[src/rtl/toggle_pkg.sv]
// Shared definitions for the single-wire toggle link (transmitter and receiver).
// State encoding is fixed so both ends agree on the WAKE/IDLE/PULSE/GAP numbering.
package toggle_pkg;

  typedef enum logic [1:0] {
    ST_WAKE  = 2'd0,
    ST_IDLE  = 2'd1,
    ST_PULSE = 2'd2,
    ST_GAP   = 2'd3
  } toggle_state_t;

  localparam int GAP_MIN = 1;
  localparam int GAP_MAX = 255;

  // Out-of-range GAP values are clamped so the 8-bit gap timer can never wrap.
  function automatic logic [7:0] gap_reload(input int gap);
    int g;
    g = gap;
    if (g < GAP_MIN) g = GAP_MIN;
    if (g > GAP_MAX) g = GAP_MAX;
    return 8'(g - 1);
  endfunction

endpackage

[src/rtl/toggle_gap_timer.sv]
// 8-bit loadable down-counter that times the low cycles between pulses.
// The count stops at zero; the zero flag comes straight from the register.
module toggle_gap_timer (
  input  logic       clk,
  input  logic       rst_n,
  input  logic       load,
  input  logic [7:0] value,
  input  logic       dec,
  output logic       zero
);

  logic [7:0] count_reg;

  always_ff @(posedge clk or negedge rst_n) begin
    if (!rst_n) begin
      count_reg <= 8'd0;
    end else if (load) begin
      count_reg <= value;
    end else if (dec && (count_reg != 8'd0)) begin
      count_reg <= count_reg - 8'd1;
    end
  end

  assign zero = (count_reg == 8'd0);

endmodule

[src/rtl/toggle_pulse_tx.sv]
// Transmit side of the toggle link: turns a request for N toggles into N spaced pulses.
// Optional build macro TOGGLE_TX_CNT_EN adds the 16-bit saturating pulse_total counter.
module toggle_pulse_tx
  import toggle_pkg::*;
#(
  parameter int CW  = 4,
  parameter int GAP = 1
) (
  input  logic          clk,
  input  logic          rst_n,
  input  logic          req_valid,
  input  logic [CW-1:0] req_count,
  output logic          req_ready,
  input  logic          abort,
  output logic          din_o,
  output logic          busy,
  output logic          level_o
`ifdef TOGGLE_TX_CNT_EN
  ,
  output logic [15:0]   pulse_total
`endif
);

  localparam logic [7:0] GAP_RELOAD = gap_reload(GAP);

  toggle_state_t state_reg, state_next;
  logic [CW-1:0] remaining_reg, remaining_next;
  logic          level_reg, level_next;
  logic          din_reg, ready_reg, busy_reg;
  logic          gap_load, gap_dec, gap_zero;
  logic          pulse_end;

  toggle_gap_timer u_gap_timer (
    .clk   (clk),
    .rst_n (rst_n),
    .load  (gap_load),
    .value (GAP_RELOAD),
    .dec   (gap_dec),
    .zero  (gap_zero)
  );

  always_comb begin
    state_next     = state_reg;
    remaining_next = remaining_reg;
    gap_load       = 1'b0;
    gap_dec        = 1'b0;
    pulse_end      = 1'b0;
    unique case (state_reg)
      ST_WAKE: begin
        state_next = ST_IDLE;
      end
      ST_IDLE: begin
        // A zero-length request is consumed here without leaving IDLE.
        if (req_valid && (req_count != '0)) begin
          remaining_next = req_count;
          state_next     = ST_PULSE;
        end
      end
      ST_PULSE: begin
        // The pulse is already on the wire, so it counts even when aborted.
        pulse_end = 1'b1;
        if (abort) begin
          remaining_next = '0;
          state_next     = ST_IDLE;
        end else begin
          remaining_next = remaining_reg - CW'(1);
          gap_load       = 1'b1;
          state_next     = ST_GAP;
        end
      end
      ST_GAP: begin
        if (abort) begin
          remaining_next = '0;
          state_next     = ST_IDLE;
        end else if (!gap_zero) begin
          gap_dec = 1'b1;
        end else if (remaining_reg != '0) begin
          state_next = ST_PULSE;
        end else begin
          state_next = ST_IDLE;
        end
      end
      default: begin
        state_next = ST_WAKE;
      end
    endcase
  end

  assign level_next = level_reg ^ pulse_end;

  // Outputs are registered from the next state so every output is a flop.
  always_ff @(posedge clk or negedge rst_n) begin
    if (!rst_n) begin
      state_reg     <= ST_WAKE;
      remaining_reg <= '0;
      level_reg     <= 1'b0;
      din_reg       <= 1'b0;
      ready_reg     <= 1'b0;
      busy_reg      <= 1'b0;
    end else begin
      state_reg     <= state_next;
      remaining_reg <= remaining_next;
      level_reg     <= level_next;
      din_reg       <= (state_next == ST_PULSE);
      ready_reg     <= (state_next == ST_IDLE);
      busy_reg      <= (state_next == ST_PULSE) || (state_next == ST_GAP);
    end
  end

  assign din_o     = din_reg;
  assign req_ready = ready_reg;
  assign busy      = busy_reg;
  assign level_o   = level_reg;

`ifdef TOGGLE_TX_CNT_EN
  logic [15:0] total_reg;

  always_ff @(posedge clk or negedge rst_n) begin
    if (!rst_n) begin
      total_reg <= 16'd0;
    end else if (pulse_end && (total_reg != 16'hFFFF)) begin
      total_reg <= total_reg + 16'd1;
    end
  end

  assign pulse_total = total_reg;
`endif

endmodule
[config.mk]
export PLATFORM = sky130hd
export DESIGN_NAME = toggle_pulse_tx
export DESIGN_NICKNAME = d
export VERILOG_FILES = /design/src/rtl/toggle_pkg.sv /design/src/rtl/toggle_gap_timer.sv /design/src/rtl/toggle_pulse_tx.sv
export SDC_FILE = /design/constraint.sdc
export NUM_CORES = 1
export LEC_CHECK = 0
export ABC_AREA = 1
export BUFFER_PORTS_ARGS = -buffer_cell sky130_fd_sc_hd__buf_4
export CAP_MARGIN = 10
export CORE_MARGIN = 10
export CORE_UTILIZATION = 35
export CTS_BUF_LIST = sky130_fd_sc_hd__clkbuf_2
export DETAILED_ROUTE_END_ITERATION = 16
export GPL_ROUTABILITY_DRIVEN = 0
export MAX_ROUTING_LAYER = met4
export SKIP_LAST_GASP = 1
export SYNTH_ARGS = -nofsm -noshare
export SYNTH_HDL_FRONTEND = slang
export SYNTH_SLANG_ARGS = --single-unit
export TNS_END_PERCENT = 10
[constraint.sdc]
create_clock -name clk -period 3.99 [get_ports clk]
set_clock_uncertainty 0.05 [all_clocks]
set_input_delay 0.1995 -clock clk [delete_from_list [all_inputs] [get_ports clk]]
set_output_delay 0.1995 -clock clk [all_outputs]
set_load 0.02 [all_outputs]
# Word level (Yosys, flattened, before mapping)
# Index checks and enable logic that the tools add are counted.
dict set report op_classes {
  addsub 2
  eq_ne 8
  muxes 18
  n_bitwise 1
  n_reduce_logical 11
}
# op count
set ops {}
lappend ops {{$mux W8} 2}
lappend ops {{$mux W4} 3}
lappend ops {{$pmux W4 S3} 1}
lappend ops {{$mux W2} 5}
lappend ops {{$eq A2 B2 Y1 const B} 4}
lappend ops {{$logic_not A8 Y1} 1}
lappend ops {{$pmux W2 S4} 1}
lappend ops {{$reduce_bool A4 Y1} 2}
lappend ops {{$reduce_bool A8 Y1} 1}
lappend ops {{$sub A8 B1 Y8 const B} 1}
lappend ops {{$mux W1} 6}
lappend ops {{$eq A2 B1 Y1 const B} 2}
lappend ops {{$ne A2 B2 Y1 const B} 2}
lappend ops {{$sub A4 B1 Y4 const B} 1}
lappend ops {{$reduce_and A3 Y1} 1}
lappend ops {{$reduce_bool A3 Y1} 1}
lappend ops {{$logic_and A1 B1 Y1} 2}
lappend ops {{$logic_not A2 Y1} 1}
lappend ops {{$reduce_bool A2 Y1} 1}
lappend ops {{$logic_or A1 B1 Y1} 1}
lappend ops {{$xor A1 B1 Y1} 1}
dict set report totals {
  ff_bits 18
  input_bits 8
  output_inout_bits 4
  elab_cells 47
}

# Depth between registers and ports, before layout
# Gate-level depths: netlist of run 1.
dict set report logic_depth {
  word_depth 7
  ltp_mapped 8
  mapped_depth_nobuf 8
}

# Hierarchy
# Synthesis of run 1 repeated with hierarchy kept, for this count alone.
dict set report unflattened {
  hier_cells 166
  area_unflattened_um2 1143.6
}
# module n_inst cells_each area_per_inst_um2 seq_area_each_um2
set modules_own_cells {}
lappend modules_own_cells {toggle_gap_timer 1 93 596.8 200.2}
lappend modules_own_cells {toggle_pulse_tx 1 73 546.8 225.2}

# Least setup slack after synthesis of run 1
# No wires, ideal clock.
dict set report synth_timing {
  path_kind {register -> register}
  start {register u_gap_timer.count_reg[0]}
  end {register busy_reg, in the netlist busy}
  setup_ps 116
  arrival_ps 1265
  required_time_ps 3824
  slack_ps 2559
  path_stages_with_launch 8
  n_path_buf 0
  period_less_slack_ps 1431
  path_cell_list {dfrtp_1 inv_1 ha_1 nand3_4 nor2_8 o21ai_2 nor2_4 inv_1}
}
dict set report synth_between {
  elab_chain_cells 6
  word_cells_on_any_way 7
  classes_between {eq/ne (2); mux (3); reduce/logical (2)}
}
# item line
set synth_lines {}
lappend synth_lines {{start, declared} toggle_gap_timer.sv:12} ;# logic [7:0] count_reg;
lappend synth_lines {{start signal, assigned} toggle_gap_timer.sv:18} ;# count_reg <= value;
lappend synth_lines {{start signal, assigned} toggle_gap_timer.sv:20} ;# count_reg <= count_reg - 8'd1;
lappend synth_lines {{$logic_not A8 Y1 *} toggle_gap_timer.sv:24} ;# assign zero = (count_reg == 8'd0);
lappend synth_lines {{$mux W2 *} toggle_pulse_tx.sv:75} ;# end else if (!gap_zero) begin
lappend synth_lines {{$mux W2 *} toggle_pulse_tx.sv:72} ;# if (abort) begin
lappend synth_lines {{$pmux W2 S4 *} toggle_pulse_tx.sv:48} ;# unique case (state_reg)
lappend synth_lines {{$eq A2 B2 Y1} toggle_pulse_tx.sv:106} ;# busy_reg <= (state_next == ST_PULSE) || (state_next == ST_GAP);
lappend synth_lines {{$logic_or A1 B1 Y1 *} toggle_pulse_tx.sv:106}
lappend synth_lines {{end signal, assigned} toggle_pulse_tx.sv:106}
lappend synth_lines {{end, declared} toggle_pulse_tx.sv:29} ;# logic din_reg, ready_reg, busy_reg;
# Every way passes the cells marked *; elsewhere a longest branch is shown, timed or not.
# A chain may end at the register's enable or synchronous reset.

# Final worst setup path of run 1
dict set report layout_timing {
  start {register state_reg[1]}
  end {register remaining_reg[3]}
}
dict set report layout_between {
  elab_chain_cells 3
  word_cells_on_any_way 8
  classes_between {eq/ne (5); mux (1); reduce/logical (2)}
}
# item line
set layout_lines {}
lappend layout_lines {{start, declared} toggle_pulse_tx.sv:26} ;# toggle_state_t state_reg, state_next;
lappend layout_lines {{start signal, assigned} toggle_pulse_tx.sv:101} ;# state_reg <= state_next;
lappend layout_lines {{$eq A2 B1 Y1 or $eq A2 B2 Y1 (tied branches)} toggle_pulse_tx.sv:48}
lappend layout_lines {{$ne A2 B2 Y1 (no source line) or $reduce_bool A3 Y1 (tied branches)} -}
lappend layout_lines {{$reduce_and A3 Y1 (no source line)} -}
lappend layout_lines {{end signal, assigned} toggle_pulse_tx.sv:102} ;# remaining_reg <= remaining_next;
lappend layout_lines {{end, declared} toggle_pulse_tx.sv:27} ;# logic [CW-1:0] remaining_reg, remaining_next;
# Several ways; a longest one is shown, not always the timed one.

==> results of run 1 <==
==> area by class of cell <==
class                      instances  area (µm²)
fill                             309        1790
tap                               33        41.3
inverter                          24        90.1
timing repair buffer              12        92.6
sequential                        18         450
clock inverter                     1        3.75
multi-input combinational         86         524
clock buffer                       3        15.0
==> per-layer routing <==
layer	up-vias	wire (µm)	share of wire [%]	GRT usage (%)
met2	10	937	47	13.3
li1	435	-	-	-
met3	0	83	4.2	2.73
met4	0	0	0	1.86
met1	370	968	49	9.66
met5	-	0	0	-
==> cells by family (layout without fill, tap and decap cells) <==
kind of cell | count (synthesis) | after routing | synth area share [%]
AND/OR/NAND/NOR | 66 | 66 | 35.1
buffers and inverters | 26 | 40 | 10.0
flip-flops | 18 | 18 | 41.6
AO/OA/AOI/OAI | 13 | 13 | 6.58
XOR/XNOR | 4 | 4 | 3.23
adder cells (fa/ha/maj) | 3 | 3 | 3.46
==> cell usage in the layout, fill, tap and decap left out, types with 4 or more instances in the layout <==
master / instances
sky130_fd_sc_hd__o21ai_1: 5
sky130_fd_sc_hd__nand4_1: 4
sky130_fd_sc_hd__nor2_1: 8
sky130_fd_sc_hd__nand2_1: 29
sky130_fd_sc_hd__inv_1: 23
sky130_fd_sc_hd__nand3_1: 13
sky130_fd_sc_hd__buf_4: 11
sky130_fd_sc_hd__o21ai_0: 5
sky130_fd_sc_hd__dfrtp_1: 18
==> power by group <==
part / switching [mW] / internal [mW] / total (mW)
Clock: 0.0548 / 0.0218 / 0.0766
Combinational: 0.293 / 0.184 / 0.477
Sequential: 0.0669 / 0.259 / 0.326
==> metrics by stage <==
stage | worst slack (ns) | utilization (%) | power (mW) | area, µm² | cells
6_report | 2.37 | 40.5 | 0.879 | 1220 | 177
5_1_grt | 2.19 | 40.5 | 0.979 | 1220 | 177
4_1_cts | 2.36 | 40.5 | 0.898 | 1220 | 177
3_5_place_dp | 2.40 | 39.6 | 0.814 | 1190 | 172
3_3_place_gp | 2.42 | 39.6 | 0.803 | 1190 | 172
2_1_floorplan | 2.56 | - | 0.708 | 1080 | 130
==> worst paths after layout <==
path	to
worst min-delay path	remaining_reg[3]$_DFFE_PN0P_
max in group asynchronous	req_ready$_DFF_PN0_
min in group asynchronous	remaining_reg[0]$_DFFE_PN0P_
worst max register to register	remaining_reg[3]$_DFFE_PN0P_
worst min register to register	level_o$_DFF_PN0_
worst max-delay path	remaining_reg[3]$_DFFE_PN0P_
==> critical path: stages, from the launching register on <==
cell	delay [ns]
sky130_fd_sc_hd__dfrtp_1	0.54
sky130_fd_sc_hd__nand3_1	0.42
sky130_fd_sc_hd__inv_2	0.24
sky130_fd_sc_hd__nand2_1	0.07
sky130_fd_sc_hd__o21ai_0	0.13
sky130_fd_sc_hd__nand2_1	0.06
sky130_fd_sc_hd__nand2_1	0.06
==> results by group, run 1 <==
Finish
  • Total number of nets in the final design: roughly 160
  • Share of layout cells above drive strength 1: 18.8%
  • Number of antenna cells inserted: 0
  • Flip-flop count of the largest register, all copies and words added: 8
  • Area added between synthesis and finish: 12.4%

Floorplanning
  • Die boundary width: ~76 µm
  • Number of placement rows: 20
  • Area of the core: between 3000 and 4000 µm²
  • I/O Pins: 12
  • Die Y-Extent: roughly 76 µm
  • Die outline area: around 5700 µm²
  • Starting density of the core: 36.1%

Job
  • # Max-Cap Violations: 0

STA
  • Hold violation count in the final report: 0
  • Minimum period implied by the final worst setup slack: about 1.6 ns
  • Measured slew at the worst slew-check pin: around 0.48 ns
  • Worst slew slack as a fraction of its limit: around two thirds
  • Unrepaired setup endpoints after global routing: no
  • Highest Clock Rate: roughly 0.6 GHz
  • Final Hold Slack: 0.165 ns
  • Tcrit/Tclk final: 40.5%
  • Sum of negative setup slack: 0 ns
  • Setup violations, final: 0
  • Slew Viols, Final: 0

CTS
  • Number of CTS-inserted buffers: 3
  • TritonCTS clock tree: yes
  • Deepest clock path buffer count: 2
  • Depth of the CTS H-tree: 1
  • Count of cells resized by post-cts repair: 0
  • Quantity of hold-fixing buffers added after cts: 1
  • Root cell of the clock tree: sky130_fd_sc_hd__clkbuf_2
  • CTS clock-pin slew for the worst setup and hold paths: between 0.15 and 0.2 ns
  • CTS Sinks: 18
  • Setup repair bufs after CTS: 0
  • Worst skew pair latency: roughly 0.29 ns

Setup path
  • Number of cells on the worst reg-to-reg path: 6
  • Flop-to-flop setup slack: around 2.4 ns
  • CP Data Required Time: approximately 4.2 ns
  • Worst setup SP type: flip-flop
  • Classification of the worst setup path: reg2reg
  • Critical Path Sink Type: flip-flop
  • Critical R2R Launch: state_reg[1]$_DFF_PN0_
  • Critical Path AT: around 1.8 ns
  • Maximum fanout along the worst path: 11
  • Launch point of the critical path: state_reg[1]$_DFF_PN0_

Outcome
  • Result of the run: completed

Min path
  • Beginning of the worst hold path: abort
  • Number of instances on the worst hold path: 4
  • Worst hold path class: in2reg

Place
  • Sum of net half-perimeters after detailed placement: 1.61 mm
  • Port buffer count: 11

Logic synthesis
  • Most used flip-flop cell after synthesis: sky130_fd_sc_hd__dfrtp_1
  • Count of cell types in the netlist: 23
  • Per-instance average area after synthesis: roughly 8.3 µm²
  • EDFF count, synth: 0
  • Fraction of synthesis flops using an asynchronous set or reset pin: 100%
  • Library cell with the highest instance count after synthesis: sky130_fd_sc_hd__nand2_1
  • Sequential element share of the synthesized area: 41.6%
  • Leading post-synthesis cells by instance count: sky130_fd_sc_hd__nand2_1, sky130_fd_sc_hd__inv_1, sky130_fd_sc_hd__dfrtp_1
  • Count of state elements after synthesis: 18
  • Ranking of synthesized cells by area: sky130_fd_sc_hd__dfrtp_1, sky130_fd_sc_hd__nand2_1, sky130_fd_sc_hd__inv_1
  • Share of Yosys cell area claimed by the top area cell type: just over 40%
  • Number of cells produced by synthesis: 130
  • Library cell with the largest summed area after synthesis: sky130_fd_sc_hd__dfrtp_1
  • Synthesis warning total: 0
  • Post-synth design cell area: between 1000 and 1500 µm²
  • Mapped Nets: between 100 and 150

Drt
  • Wirelength per Cell: roughly 11 µm
  • Via density per instance: 4.60
  • Post-detailed-routing wire length: around 2 mm
  • Number of DRC violations after detailed-routing iteration 0: 34
  • Remaining antenna violation count: 0
  • Number of search-and-repair iterations in the first detailed-routing pass: 4
  • Detailed-route via count: a little over 800
  • DRC violations left: 0

Power
  • Pwr/cell area: roughly 720 nW/µm²
  • IR drop worst, VDD: 0.000365 V
  • Leakage component of the power: between 0.6 and 0.7 nW

Global routing
  • Overflow left after global routing: 0
  • Number of global-route vias before repair: 853
  • Overall global routing resource usage: roughly 8.2%
  • Antenna violations before repair: 0
  • Global-route wire length before repair: ~3.6 mm
  • Maximum number of pins on one net before global-route repair: 19
(Power assumes the default switching activity.)
==> inputs of run 2 (changes only) <==
==> constraint.sdc (replaced) <==
create_clock -name clk -period 1.6 [get_ports clk]
set_clock_uncertainty 0.05 [all_clocks]
set_input_delay 0.08 -clock clk [delete_from_list [all_inputs] [get_ports clk]]
set_output_delay 0.08 -clock clk [all_outputs]
set_load 0.02 [all_outputs]
==> results by group, run 2 (synthesis results as in run 1) <==
STA
  • Tcrit/Tclk final: 90.8% (was 40.5%)
  • Worst slew slack as a fraction of its limit: 79.7% (was 67.8%)
  • Hold violation count in the final report: 0 (unchanged)
  • Slew Viols, Final: 0 (unchanged)
  • Unrepaired setup endpoints after global routing: no (unchanged)
  • Minimum period implied by the final worst setup slack: 1.45 ns (was 1.62 ns)
  • Highest Clock Rate: 0.688 GHz (was 0.618 GHz)
  • Setup violations, final: 0 (unchanged)
  • Measured slew at the worst slew-check pin: 0.304 ns (was 0.482 ns)
  • Sum of negative setup slack: 0 ns (unchanged)
  • Crit path setup slack, layout: 0.147 ns (was 2.37 ns)

Drt
  • Detailed-route via count: 883 (was 815)
  • Number of DRC violations after detailed-routing iteration 0: 44 (was 34)
  • Number of search-and-repair iterations in the first detailed-routing pass: 4 (unchanged)
  • Via density per instance: 4.91 (was 4.60)
  • DRC violations left: 0 (unchanged)
  • Remaining antenna violation count: 0 (unchanged)
  • Post-detailed-routing wire length: 2.14 mm (was 1.99 mm)
  • Wirelength per Cell: 11.9 µm (was 11.2 µm)

Finish
  • Total number of nets in the final design: 159 (was 156)
  • Most common cell after layout, fill and taps aside: sky130_fd_sc_hd__nand2_1 (unchanged)
  • Flip-flop and latch area: 450 µm² (unchanged)
  • Share of layout cells above drive strength 1: 20.4% (was 18.8%)
  • Number of antenna cells inserted: 0 (unchanged)
  • # fillers: 309 (unchanged)
  • Area added between synthesis and finish: 14.4% (was 12.4%)
  • Post-route non-filler standard cell count: 180 (was 177)
  • Footprint of the multi-input gates: 524 µm² (unchanged)
  • Most frequent cells in the layout: sky130_fd_sc_hd__nand2_1, sky130_fd_sc_hd__inv_1, sky130_fd_sc_hd__dfrtp_1 (unchanged)
  • Flip-flop count of the largest register, all copies and words added: 8 (unchanged)

Setup path
  • Worst setup endpoint: busy$_DFF_PN0_ (was remaining_reg[3]$_DFFE_PN0P_)
  • Critical Path Sink Type: flip-flop (unchanged)
  • CP Data Required Time: 1.77 ns (was 4.19 ns)
  • Launch point of the critical path: u_gap_timer.count_reg[1]$_DFFE_PN0P_ (was state_reg[1]$_DFF_PN0_)
  • Worst setup SP type: flip-flop (unchanged)
  • Critical Path AT: 1.62 ns (was 1.81 ns)
  • Maximum fanout along the worst path: 4 (was 11)
  • Classification of the worst setup path: reg2reg (unchanged)
  • Number of cells on the worst reg-to-reg path: 7 (was 6)
  • Flop-to-flop setup slack: 0.15 ns (was 2.37 ns)
  • Critical register-to-register path endpoint: busy$_DFF_PN0_ (was remaining_reg[3]$_DFFE_PN0P_)
  • Critical R2R Launch: u_gap_timer.count_reg[1]$_DFFE_PN0P_ (was state_reg[1]$_DFF_PN0_)

CTS
  • Setup repair bufs after CTS: 0 (unchanged)
  • Quantity of hold-fixing buffers added after cts: 1 (unchanged)
  • CTS clock-pin slew for the worst setup and hold paths: 0.17 ns (about the same)
  • TritonCTS clock tree: yes (unchanged)
  • CTS Sinks: 18 (unchanged)
  • Root cell of the clock tree: sky130_fd_sc_hd__clkbuf_2 (unchanged)
  • Number of CTS-inserted buffers: 3 (unchanged)
  • Count of cells resized by post-cts repair: 0 (unchanged)
  • Worst skew pair latency: 0.30 ns (was 0.29 ns)
  • Depth of the CTS H-tree: 1 (unchanged)
  • Deepest clock path buffer count: 2 (unchanged)

Place
  • Sum of net half-perimeters after detailed placement: 1.68 mm (was 1.61 mm)
  • Placed cell count: 175 (was 172)
  • Place WS: 0.150 ns (was 2.40 ns)
  • Port buffer count: 11 (unchanged)

Floorplanning
  • I/O Pins: 12 (unchanged)
  • Die outline area: 5720 µm² (unchanged)
  • Area of the core: 3000 µm² (unchanged)
  • Die Y-Extent: 75.6 µm (unchanged)
  • Die boundary width: 75.6 µm (unchanged)
  • Starting density of the core: 36.1% (unchanged)
  • Number of placement rows: 20 (unchanged)

Outcome
  • Result of the run: completed (unchanged)

Global routing
  • Maximum number of pins on one net before global-route repair: 19 (unchanged)
  • Global-route wire length before repair: 4.04 mm (was 3.61 mm)
  • Overflow left after global routing: 0 (unchanged)
  • Number of global-route vias before repair: 919 (was 853)
  • Overall global routing resource usage: 9.02% (was 8.21%)
  • Antenna violations before repair: 0 (unchanged)

Power
  • Switching power: 1.07 mW (was 414 µW)
  • Fraction of power consumed by the clock network: 8.7% (about the same)
  • Internal power of the cells: 1.19 mW (was 465 µW)
  • IR drop worst, VDD: 0.000856 V (was 0.000365 V)
  • Proportion of total power due to net switching: 47.2% (was 47.1%)
  • Fraction of power consumed by sequential logic: 35.5% (was 37.1%)
  • Leakage component of the power: 0.651 nW (was 0.637 nW)
  • Combinational power share: 55.8% (was 54.2%)
  • Pwr/cell area: 1820 nW/µm² (was 722 nW/µm²)

Min path
  • Beginning of the worst hold path: abort (unchanged)
  • Worst hold path class: in2reg (unchanged)

Job
  • # Max-Cap Violations: 0 (unchanged)
==> run 2: cell types whose count changed in the layout (fill, tap and decap cells not counted) <==
cell,before,now
sky130_fd_sc_hd__buf_4,11,14
==> run 2: routing by layer <==
layer	wire length (µm)	vias up	track usage, %
met2	1030	21	14.6
met3	71	3	2.08
li1	-	445	-
met4	21	0	1.86
met5	0	-	-
met1	1020	414	11.2
==> run 2: per-stage QoR <==
step           hold slack, ns  utilization (%)  cell area, µm²  power [mW]
5_1_grt                0.0495             41.3            1240        2.51
2_1_floorplan          -0.266                -            1080        1.77
6_report               0.0313             41.3            1240        2.26
3_5_place_dp          -0.0796             40.3            1210        2.08
3_3_place_gp          -0.0825             40.3            1210        2.04
4_1_cts                0.0226             41.3            1240        2.29
==> run 2: power by group through the flow <==
stage	sequential [mW]	combinational, mW	clock [mW]
CTS	0.802	1.28	0.208
detailed placement	0.813	1.27	0
global placement	0.809	1.23	0
floorplan	0.828	0.939	0
global route	0.834	1.45	0.228
finish	0.802	1.26	0.196
==> run 2: worst min-delay path by stage <==
stage                                           endpoint  slack [ns]  cells after the start
floorplan                                 busy$_DFF_PN0_       -0.27                      0
global placement                       level_o$_DFF_PN0_       -0.08                      1
finish                      remaining_reg[3]$_DFFE_PN0P_        0.03                      4
global route                remaining_reg[3]$_DFFE_PN0P_        0.05                      4
detailed placement  u_gap_timer.count_reg[5]$_DFFE_PN0P_       -0.08                      1
CTS                         remaining_reg[3]$_DFFE_PN0P_        0.02                      4
==> run 2: critical path, cell delays in order, from the launching register on <==
cell	delay [ns]
sky130_fd_sc_hd__dfrtp_1	0.41
sky130_fd_sc_hd__inv_1	0.08
sky130_fd_sc_hd__ha_1	0.26
sky130_fd_sc_hd__nand3_4	0.12
sky130_fd_sc_hd__nor2_8	0.17
sky130_fd_sc_hd__o21ai_2	0.10
sky130_fd_sc_hd__nor2_4	0.13
sky130_fd_sc_hd__inv_1	0.05
==> run 2: cell type report <==
class | count | share of cell area [%]
Clock inverter | 1 | 0.303
Clock buffer | 3 | 1.21
Inverter | 24 | 7.27
Sequential cell | 18 | 36.3
Timing Repair Buffer | 15 | 9.28
Multi-Input combinational cell | 86 | 42.3
Tap cell | 33 | 3.33
